## config.mk

```make
export PLATFORM = sky130hd
export DESIGN_NAME = fetch_unit_flat
export DESIGN_NICKNAME = d
export VERILOG_FILES = /design/src/rtl/fetch_if.sv /design/src/rtl/fetch_unit.sv /design/src/flat_wrapper.sv
export SDC_FILE = /design/constraint.sdc
export NUM_CORES = 1
export LEC_CHECK = 0
export CAP_MARGIN = 30
export CORE_MARGIN = 2
export CORE_UTILIZATION = 40
export DETAILED_ROUTE_END_ITERATION = 8
export HOLD_SLACK_MARGIN = 0.03
export PLACE_DENSITY_LB_ADDON = 0.08
export SLEW_MARGIN = 20
export SYNTH_ARGS = -nofsm -noshare
export SYNTH_HDL_FRONTEND = slang
export SYNTH_SLANG_ARGS = --single-unit
```

## constraint.sdc

```tcl
create_clock -name clk -period 3.4 [get_ports clk]
set_input_delay 0.68 -clock clk [delete_from_list [all_inputs] [get_ports clk]]
set_output_delay 0.68 -clock clk [all_outputs]
set_load 0.05 [all_outputs]
```

## src/rtl/fetch_if.sv

```systemverilog
// fetch_if: bundles the fetch unit's memory, decode and redirect signals.
//   master : fetch_unit side (drives requests, queue head and busy)
//   slave  : environment side (memory, decode and branch logic)
//   req_*   : request channel toward instruction memory
//   resp_*  : in-order response channel from instruction memory
//   out_*   : queue head toward decode
//   redirect/redirect_pc : one-cycle restart pulse and target
//   busy    : requests outstanding or instructions buffered
//
// Handshake rule for every valid/ready pair: a transfer happens on a rising
// edge where valid and ready are both 1. The response channel has no ready;
// resp_valid transfers one word on every edge where it is high.
interface fetch_if #(
  parameter int XLEN = 32
);
  logic            req_valid;
  logic            req_ready;
  logic [XLEN-1:0] req_addr;
  logic            resp_valid;
  logic [XLEN-1:0] resp_data;
  logic            out_valid;
  logic            out_ready;
  logic [XLEN-1:0] out_pc;
  logic [XLEN-1:0] out_instr;
  logic            redirect;
  logic [XLEN-1:0] redirect_pc;
  logic            busy;

  modport master (
    output req_valid, req_addr, out_valid, out_pc, out_instr, busy,
    input  req_ready, resp_valid, resp_data, out_ready, redirect, redirect_pc
  );

  modport slave (
    input  req_valid, req_addr, out_valid, out_pc, out_instr, busy,
    output req_ready, resp_valid, resp_data, out_ready, redirect, redirect_pc
  );
endinterface

```

## src/rtl/fetch_unit.sv

```systemverilog
// fetch_unit: instruction-fetch front end. Generates sequential fetch PCs,
// issues in-order requests to a variable-latency memory, tags each request
// with its PC, and buffers returned words in a DEPTH-entry queue toward decode.
// A redirect flushes the queue and marks every unanswered request as stale.
//   clk   : rising-edge clock
//   reset : synchronous, active-high
//   bus   : fetch_if.master (request, response, decode and redirect signals)
module fetch_unit #(
  parameter int              XLEN     = 32,
  parameter int              DEPTH    = 4,
  parameter logic [XLEN-1:0] RESET_PC = '0
) (
  input  logic     clk,
  input  logic     reset,
  fetch_if.master  bus
);
  localparam int PW = (DEPTH > 1) ? $clog2(DEPTH) : 1;
  localparam int CW = $clog2(DEPTH + 1);
  localparam logic [CW:0] DEPTH_W = (CW + 1)'(DEPTH);

  typedef logic [PW-1:0] ptr_t;
  typedef logic [CW-1:0] cnt_t;

  logic [XLEN-1:0] pc_q, pc_d;
  cnt_t            count_q, count_d;
  cnt_t            inflight_q, inflight_d;
  cnt_t            drop_q, drop_d;
  ptr_t            head_q, head_d;
  ptr_t            tail_q, tail_d;
  ptr_t            tag_wr_q, tag_wr_d;
  ptr_t            tag_rd_q, tag_rd_d;
  logic [XLEN-1:0] q_pc_q    [DEPTH];
  logic [XLEN-1:0] q_pc_d    [DEPTH];
  logic [XLEN-1:0] q_instr_q [DEPTH];
  logic [XLEN-1:0] q_instr_d [DEPTH];
  logic [XLEN-1:0] tag_q     [DEPTH];
  logic [XLEN-1:0] tag_d     [DEPTH];

  logic        accept;
  logic        resp;
  logic        deq;
  logic        enq;
  logic [CW:0] credit_used;

  // Buffered plus outstanding words never exceed DEPTH, so every response
  // is guaranteed a queue slot.
  assign credit_used   = {1'b0, count_q} + {1'b0, inflight_q};
  assign bus.req_valid = !reset && (credit_used < DEPTH_W);
  assign bus.req_addr  = pc_q;
  assign accept        = bus.req_valid && bus.req_ready;
  // A response with nothing outstanding is a protocol error and is ignored.
  assign resp          = bus.resp_valid && (inflight_q != '0);
  assign bus.out_valid = (count_q != '0);
  assign deq           = bus.out_valid && bus.out_ready;
  assign enq           = resp && (drop_q == '0) && !bus.redirect;
  assign bus.out_pc    = bus.out_valid ? q_pc_q[head_q]    : '0;
  assign bus.out_instr = bus.out_valid ? q_instr_q[head_q] : '0;
  assign bus.busy      = (inflight_q != '0) || (count_q != '0);

  always_comb begin
    pc_d       = pc_q;
    count_d    = count_q;
    inflight_d = inflight_q;
    drop_d     = drop_q;
    head_d     = head_q;
    tail_d     = tail_q;
    tag_wr_d   = tag_wr_q;
    tag_rd_d   = tag_rd_q;
    q_pc_d     = q_pc_q;
    q_instr_d  = q_instr_q;
    tag_d      = tag_q;

    if (accept) begin
      tag_d[tag_wr_q] = pc_q;
      tag_wr_d        = tag_wr_q + ptr_t'(1);
      pc_d            = pc_q + XLEN'(4);
    end

    if (resp) begin
      tag_rd_d = tag_rd_q + ptr_t'(1);
      if (drop_q != '0) drop_d = drop_q - cnt_t'(1);
    end

    if (enq) begin
      q_pc_d[tail_q]    = tag_q[tag_rd_q];
      q_instr_d[tail_q] = bus.resp_data;
      tail_d            = tail_q + ptr_t'(1);
    end

    if (deq) head_d = head_q + ptr_t'(1);

    inflight_d = inflight_q + cnt_t'(accept) - cnt_t'(resp);
    count_d    = count_q + cnt_t'(enq) - cnt_t'(deq);

    // Everything still unanswered after this cycle, including a request
    // accepted in the redirect cycle itself, belongs to the old path.
    if (bus.redirect) begin
      count_d = '0;
      head_d  = '0;
      tail_d  = '0;
      pc_d    = bus.redirect_pc & ~XLEN'(3);
      drop_d  = inflight_d;
    end
  end

  always_ff @(posedge clk) begin
    if (reset) begin
      pc_q       <= RESET_PC;
      count_q    <= '0;
      inflight_q <= '0;
      drop_q     <= '0;
      head_q     <= '0;
      tail_q     <= '0;
      tag_wr_q   <= '0;
      tag_rd_q   <= '0;
    end else begin
      pc_q       <= pc_d;
      count_q    <= count_d;
      inflight_q <= inflight_d;
      drop_q     <= drop_d;
      head_q     <= head_d;
      tail_q     <= tail_d;
      tag_wr_q   <= tag_wr_d;
      tag_rd_q   <= tag_rd_d;
    end
  end

  // Storage is qualified by the counters and pointers, so it needs no reset.
  always_ff @(posedge clk) begin
    q_pc_q    <= q_pc_d;
    q_instr_q <= q_instr_d;
    tag_q     <= tag_d;
  end
endmodule

```

## src/flat_wrapper.sv

```systemverilog
// flat-port wrapper written by rule: the top's interface ports become plain ports
module fetch_unit_flat 
#(
  parameter int              XLEN     = 32,
  parameter int              DEPTH    = 4,
  parameter logic [XLEN-1:0] RESET_PC = '0
)
  (clk, reset, bus_req_valid, bus_req_addr, bus_out_valid, bus_out_pc, bus_out_instr, bus_busy, bus_req_ready, bus_resp_valid, bus_resp_data, bus_out_ready, bus_redirect, bus_redirect_pc);
  fetch_if #(.XLEN(XLEN)) bus_i ();
  input  logic clk;
  input  logic reset;
  output wire logic [$bits(bus_i.req_valid)-1:0] bus_req_valid;
  output wire logic [$bits(bus_i.req_addr)-1:0] bus_req_addr;
  output wire logic [$bits(bus_i.out_valid)-1:0] bus_out_valid;
  output wire logic [$bits(bus_i.out_pc)-1:0] bus_out_pc;
  output wire logic [$bits(bus_i.out_instr)-1:0] bus_out_instr;
  output wire logic [$bits(bus_i.busy)-1:0] bus_busy;
  input wire logic [$bits(bus_i.req_ready)-1:0] bus_req_ready;
  input wire logic [$bits(bus_i.resp_valid)-1:0] bus_resp_valid;
  input wire logic [$bits(bus_i.resp_data)-1:0] bus_resp_data;
  input wire logic [$bits(bus_i.out_ready)-1:0] bus_out_ready;
  input wire logic [$bits(bus_i.redirect)-1:0] bus_redirect;
  input wire logic [$bits(bus_i.redirect_pc)-1:0] bus_redirect_pc;
  assign bus_req_valid = bus_i.req_valid;
  assign bus_req_addr = bus_i.req_addr;
  assign bus_out_valid = bus_i.out_valid;
  assign bus_out_pc = bus_i.out_pc;
  assign bus_out_instr = bus_i.out_instr;
  assign bus_busy = bus_i.busy;
  assign bus_i.req_ready = bus_req_ready;
  assign bus_i.resp_valid = bus_resp_valid;
  assign bus_i.resp_data = bus_resp_data;
  assign bus_i.out_ready = bus_out_ready;
  assign bus_i.redirect = bus_redirect;
  assign bus_i.redirect_pc = bus_redirect_pc;
  fetch_unit #(.XLEN(XLEN), .DEPTH(DEPTH), .RESET_PC(RESET_PC)) u_core (.clk(clk), .reset(reset), .bus(bus_i));
endmodule
```

* Yosys cells after proc, flatten, opt, wreduce, memory -nomap -nowiden
Index checks and enable logic that the tools add are counted.
** Storage, ports and cells
- Flip-flop bits (word level) :: 433
** Operators by class
- Reduce and logical (&&, ||, !) cells :: 20
- Bitwise logic cells :: 4
- Add/sub/neg operators :: 11
- $lt $le $gt $ge :: 7
- Mux-type cells :: 23
** Operators by type and width (count)
- $bwmux 128 :: 3
- $mux 32 :: 12
- $bmux 32 s2 :: 3
- $demux 32 s2 :: 2
- $add 32x3->32 const B :: 1
- $ge 3x3->1 const B :: 4
- $not 2->3 :: 4
- $mux 3 :: 3
- $reduce_bool 3->1 :: 3
- $add 2x1->2 const B :: 4
- $logic_and 1x1->1 :: 8
- $add 3x1->3 :: 2
- $lt 3x1->1 const B :: 2
- $reduce_bool 2->1 :: 3
- $sub 3x1->3 :: 2
- $add 3x3->4 :: 1
- $lt 4x3->1 const B :: 1
- $logic_not 3->1 :: 1
- $sub 3x1->3 const B :: 1
- $logic_not 1->1 :: 2
- $reduce_and 2->1 :: 1
- $reduce_or 2->1 :: 1
- $logic_or 1x1->1 :: 1

* Logic depth before layout (Yosys ltp)
- Word-level depth :: 7
- Gate-level depth with buffers :: 10

* Worst setup path after synthesis
Ideal clock, no wire load.
- Path type :: input to register
- Start point :: in reset
- End point :: reg u_core.tag_q[100] (netlist name), enable pin
- Arrival :: 2.999 ns
- Slack :: 0.011 ns
- Stages :: 3
- Required time :: 3.010 ns
- Path buffers :: 0
- Cell sequence :: or4_1 > nor2_1 > and3_1
** On the way
- Word-level cells in the longest chain between the ends :: 3
** RTL lines
- from (decl) :: line flat_wrapper.sv:11 : input logic reset;
- $logic_not 1->1 :: line fetch_unit.sv:48 : assign bus.req_valid = !reset && (credit_used < DEPTH_W);
- $logic_and 1x1->1 :: line fetch_unit.sv:48
- named net bus_req_valid :: line flat_wrapper.sv:12 : output wire logic [$bits(bus_i.req_valid)-1:0] bus_req_valid;
- $logic_and 1x1->1 :: line fetch_unit.sv:50 : assign accept = bus.req_valid && bus.req_ready;
- to (signal assigned) :: line fetch_unit.sv:132 : tag_q <= tag_d;
- to (decl) :: line fetch_unit.sv:36 : logic [XLEN-1:0] tag_q [DEPTH];
The timed path passes the listed nets, and every way through them passes these cells.
A chain may end at the register's enable or synchronous reset.

* Final worst setup path
- Start point :: reg u_core.head_q[0]
- End point :: out bus_out_pc[23]
** On the way
- Word-level cells in the longest chain between the ends :: 5
** RTL lines
- from (decl) :: line fetch_unit.sv:28 : ptr_t head_q, head_d;
- from (signal assigned) :: line fetch_unit.sv:112 : head_q <= '0;
- from (signal assigned) :: line fetch_unit.sv:121 : head_q <= head_d;
- $not 2->3 (not written as such) :: line fetch_unit.sv:56 : assign bus.out_pc = bus.out_valid ? q_pc_q[head_q] : '0;
- $bmux 32 s2 :: line fetch_unit.sv:56
- $mux 32 (not written as such) (2 in series) :: line fetch_unit.sv:56
- $mux 32 :: line fetch_unit.sv:56
- to (decl) :: line flat_wrapper.sv:15 : output wire logic [$bits(bus_i.out_pc)-1:0] bus_out_pc;
No other way between the ends. The select of a mux whose other input is x is not followed.

==> results.sh <==
export IMPL_status="finished, final reports clean"
export IMPL_fmax_mhz=305
export IMPL_reg2reg_depth=5
export IMPL_pwr_density_cell_nw_per_um2=624
export IMPL_period_minus_slack_ns=3.28
export IMPL_cts_root_buf="clkbuf_16"
export IMPL_period_share_pct=96.6
export IMPL_crit_fanout=12
export IMPL_met1Wirelength_um=16400
export IMPL_via_per_inst=5.27
export IMPL_ios=169
export IMPL_ys_types=49
export IMPL_avgRoutedWirePerCell_um=21.2
export IMPL_power_leakage_nw=6.68
export IMPL_synth_top_cell_by_area="edfxtp_1"
export IMPL_slowest_delay_ns=0.70
export IMPL_core_area_um2=40900
export IMPL_wl_met2_um=16700
export IMPL_cts_buffer_depth=3
export IMPL_drcViolationCount=0
export IMPL_async_flop_share_pct=0
export IMPL_cap_violations=0
export IMPL_crit_family="buffers and inverters"
export IMPL_relSlewSlack_pct=53.6
export IMPL_track_usage_pct=16.7
export IMPL_die_h_um=208
export IMPL_netlist_area_um2=16600
export IMPL_ys_flop_type="edfxtp_1"
export IMPL_area_growth_pct=23.1
export IMPL_multi_input_area_um2=4310
export IMPL_portBuffers=162
export IMPL_hold_worst_slack_ns=0.507
export IMPL_cp_end_kind="output port"
export IMPL_rsz0062_at_grt="false"
export IMPL_first_pass_iters=6
export IMPL_skew_ns=0.00991
export IMPL_routed_wl_um=35600
export IMPL_grt_pass1_wl_um=55300
export IMPL_setup_worst_path_start_class="register"
export IMPL_maxSlewViolCount=0
export IMPL_hold_viol_final=0
export IMPL_grt_pass1_vias=9161
export IMPL_ys_ff_latch=415
export IMPL_diodes=0
export IMPL_ys_seq_area_share_pct=72.3
export IMPL_core_rowCount=74
export IMPL_top_layer_used="met4"
export IMPL_worstSetupPathDepth=4
export IMPL_cp_startpoint="u_core.head_q[0]$_SDFFE_PP0P_"
export IMPL_floorplan_initialDensity_pct=40.5
export IMPL_die_area_um2=43100
export IMPL_synth_edf_count=368
export IMPL_stdcell_count=1678
export IMPL_crit_end="bus_out_pc[23]"
export IMPL_arrival_ns=2.60
export IMPL_ctsHtreeMaxLevel=2
export IMPL_ys_warnings_count=0
export IMPL_clkTransAtPathRegs_ns=0.06
export IMPL_dpl_cell_count=1603
export IMPL_cts_tree="yes"
export IMPL_synth_top_area_share_pct=66.6
export IMPL_clock_latency_ns=0.55
export IMPL_rr_endpoint="u_core.bus.req_addr[12]$_SDFFE_PP0P_"
export IMPL_syn_area_per_cell_um2=18.0
export IMPL_ys_top_cells_by_area="edfxtp_1 (67%), mux4_2 (12%), dfxtp_1 (5.7%)"
export IMPL_vias=8840
export IMPL_place_hpwl_um=21500
export IMPL_tns_ns=0
export IMPL_drive_above_1_share_pct=19.6
export IMPL_ff2ff_setup_slack_ns=0.77
export IMPL_grt_overflow=0
export IMPL_hp_class="reg2reg"
export IMPL_grt_antenna_before_repair=0
export IMPL_worstMarginPinSlew_ns=0.694
export IMPL_path_buf_inv=2
export IMPL_grt_start_max_net_pins=66
export IMPL_regToRegStartpoint="u_core.inflight_q[1]$_SDFF_PP0_"
export IMPL_nFillCells=3393
export IMPL_gp_congestion=0.768
export IMPL_final_nets=1206
export IMPL_synth_cells=919
export IMPL_cp_slowest_cell="clkdlybuf4s50_1"
export IMPL_crit_required_ns=2.72
export IMPL_path_class="reg2out"
export IMPL_antenna_left=0
export IMPL_peakVddDrop_mv=0.293
export IMPL_die_w_um=208
export IMPL_path_cells="buf_4 > mux4_2 > and2_1 > clkdlybuf4s50_1"
export IMPL_wl_met3_um=1900
export IMPL_setup_viol=0
export IMPL_seq_area_um2=12000
export IMPL_cts_buffers_inserted=44
export IMPL_first_iter_violations=576
export IMPL_cts_sinks=415
cell usage after synthesis, drive strengths merged (2+ instances only):
cell / instances
edfxtp: 368
mux4: 92
and2: 70
dfxtp: 47
nor2: 43
clkbuf: 29
nand3: 24
buf: 23
inv: 23
nand4: 18
ha: 17
nand2: 16
and3: 11
nor3: 11
a211oi: 10
or3: 10
a2111oi: 9
a311oi: 9
and4: 9
xnor2: 9
o21ai: 8
xor2: 8
nor4: 6
nor4b: 5
a22oi: 4
nor2b: 4
nor3b: 4
or4: 4
a21oi: 3
nand4b: 3
or2: 3
a32oi: 2
fa: 2
mux2i: 2
o211ai: 2
o31ai: 2
registers in the layout, indices dropped and copies added (netlist names):
register and flops:
u_core.q_instr_q 128, u_core.inflight_q 3, u_core.tag_q 120, u_core.tag_rd_q 2, u_core.q_pc_q 120, u_core.tail_q 2, u_core.count_q 3, u_core.bus.req_addr 30
u_core.drop_q 3, u_core.head_q 2, u_core.tag_wr_q 2
how the worst min path moves through the flow:
| stage | start | end | slack [ns] | cells past startpoint |
|---|---|---|---|---|
| after detailed placement | u_core.tag_wr_q[1]$_SDFFE_PP0P_ | u_core.tag_wr_q[1]$_SDFFE_PP0P_ | 0.50 | 2 |
| after global routing | u_core.bus.req_addr[26]$_SDFFE_PP0P_ | u_core.tag_q[122]$_DFFE_PP_ | 0.53 | 0 |
| after floorplan | u_core.tag_wr_q[1]$_SDFFE_PP0P_ | u_core.tag_wr_q[1]$_SDFFE_PP0P_ | 0.47 | 2 |
| final | u_core.bus.req_addr[26]$_SDFFE_PP0P_ | u_core.tag_q[122]$_DFFE_PP_ | 0.51 | 0 |
| after global placement | u_core.tag_wr_q[1]$_SDFFE_PP0P_ | u_core.tag_wr_q[1]$_SDFFE_PP0P_ | 0.49 | 2 |
| after CTS | u_core.tag_wr_q[1]$_SDFFE_PP0P_ | u_core.tag_wr_q[1]$_SDFFE_PP0P_ | 0.51 | 2 |
stage by stage:
step	utilization [%]	power, mW	setup slack (ns)	cell area [um^2]
6_report	49.9	12.7	0.117	20400
5_1_grt	49.9	13.3	0.00442	20400
4_1_cts	49.8	13.0	0.00172	20400
3_5_place_dp	46.6	8.44	0.263	19100
3_3_place_gp	46.6	8.41	0.300	19100
2_1_floorplan	-	7.64	0.0107	16600
logic make-up (layout without fill, tap and decap cells):
logic type	after synthesis	in the layout	share of synthesized area, %
buffers and inverters	76	300	1.83
AND/OR/NAND/NOR	242	242	8.33
adder cells (fa/ha/maj)	19	19	1.52
other	1	4	0.0226
XOR/XNOR	17	17	0.898
flip-flops	415	415	72.3
multiplexers	94	94	12.6
AO/OA/AOI/OAI	55	55	2.50
timing repair:
item,4_1_cts,5_1_grt
buffers inserted,0,0
hold buffers,0,0
setup endpoints to repair,0,5
resized for setup,0,5
cell type report:
cell class,instances,share of cell area [%]
well taps,532,3.26
clock buffers,63,6.04
inverters,24,0.441
clock inverters,12,0.515
flip-flops and latches,415,58.8
repair buffers,201,9.84
multi-input cells,431,21.1
routing by layer:
metal  vias to the layer above  track usage, %
met5                         -               0
met3                        46            3.77
met4                         0            4.23
met2                       250            26.5
li1                       4067               -
met1                      4477            23.5
power by group:
group	leakage [nW]	switching [mW]	internal, mW
Sequential	3.74	0.149	5.97
Clock	0.649	1.81	2.65
Combinational	2.29	1.30	0.870
Total	6.68	3.26	9.49
placed cells by master, fill, tap and decap left out, types with 10 or more instances in the layout:
cell type and n:
and2_1 65, inv_1 23, nand4_1 18, and3_1 11, mux4_2 92, buf_4 54
nand3_1 24, nor2_1 43, nor3_1 11, clkbuf_16 45, a211oi_1 10, dfxtp_1 44
ha_1 17, clkbuf_1 14, nand2_1 16, buf_12 12, clkdlybuf4s50_1 130, edfxtp_1 368
worst register-to-register path, stage by stage (launching register included):
cell and delay (ns):
dfxtp_1 0.36, ha_1 0.25, or4_1 0.56, or4_1 0.72, or3_1 0.41, a311oi_1 0.25
(Power assumes the default switching activity.)
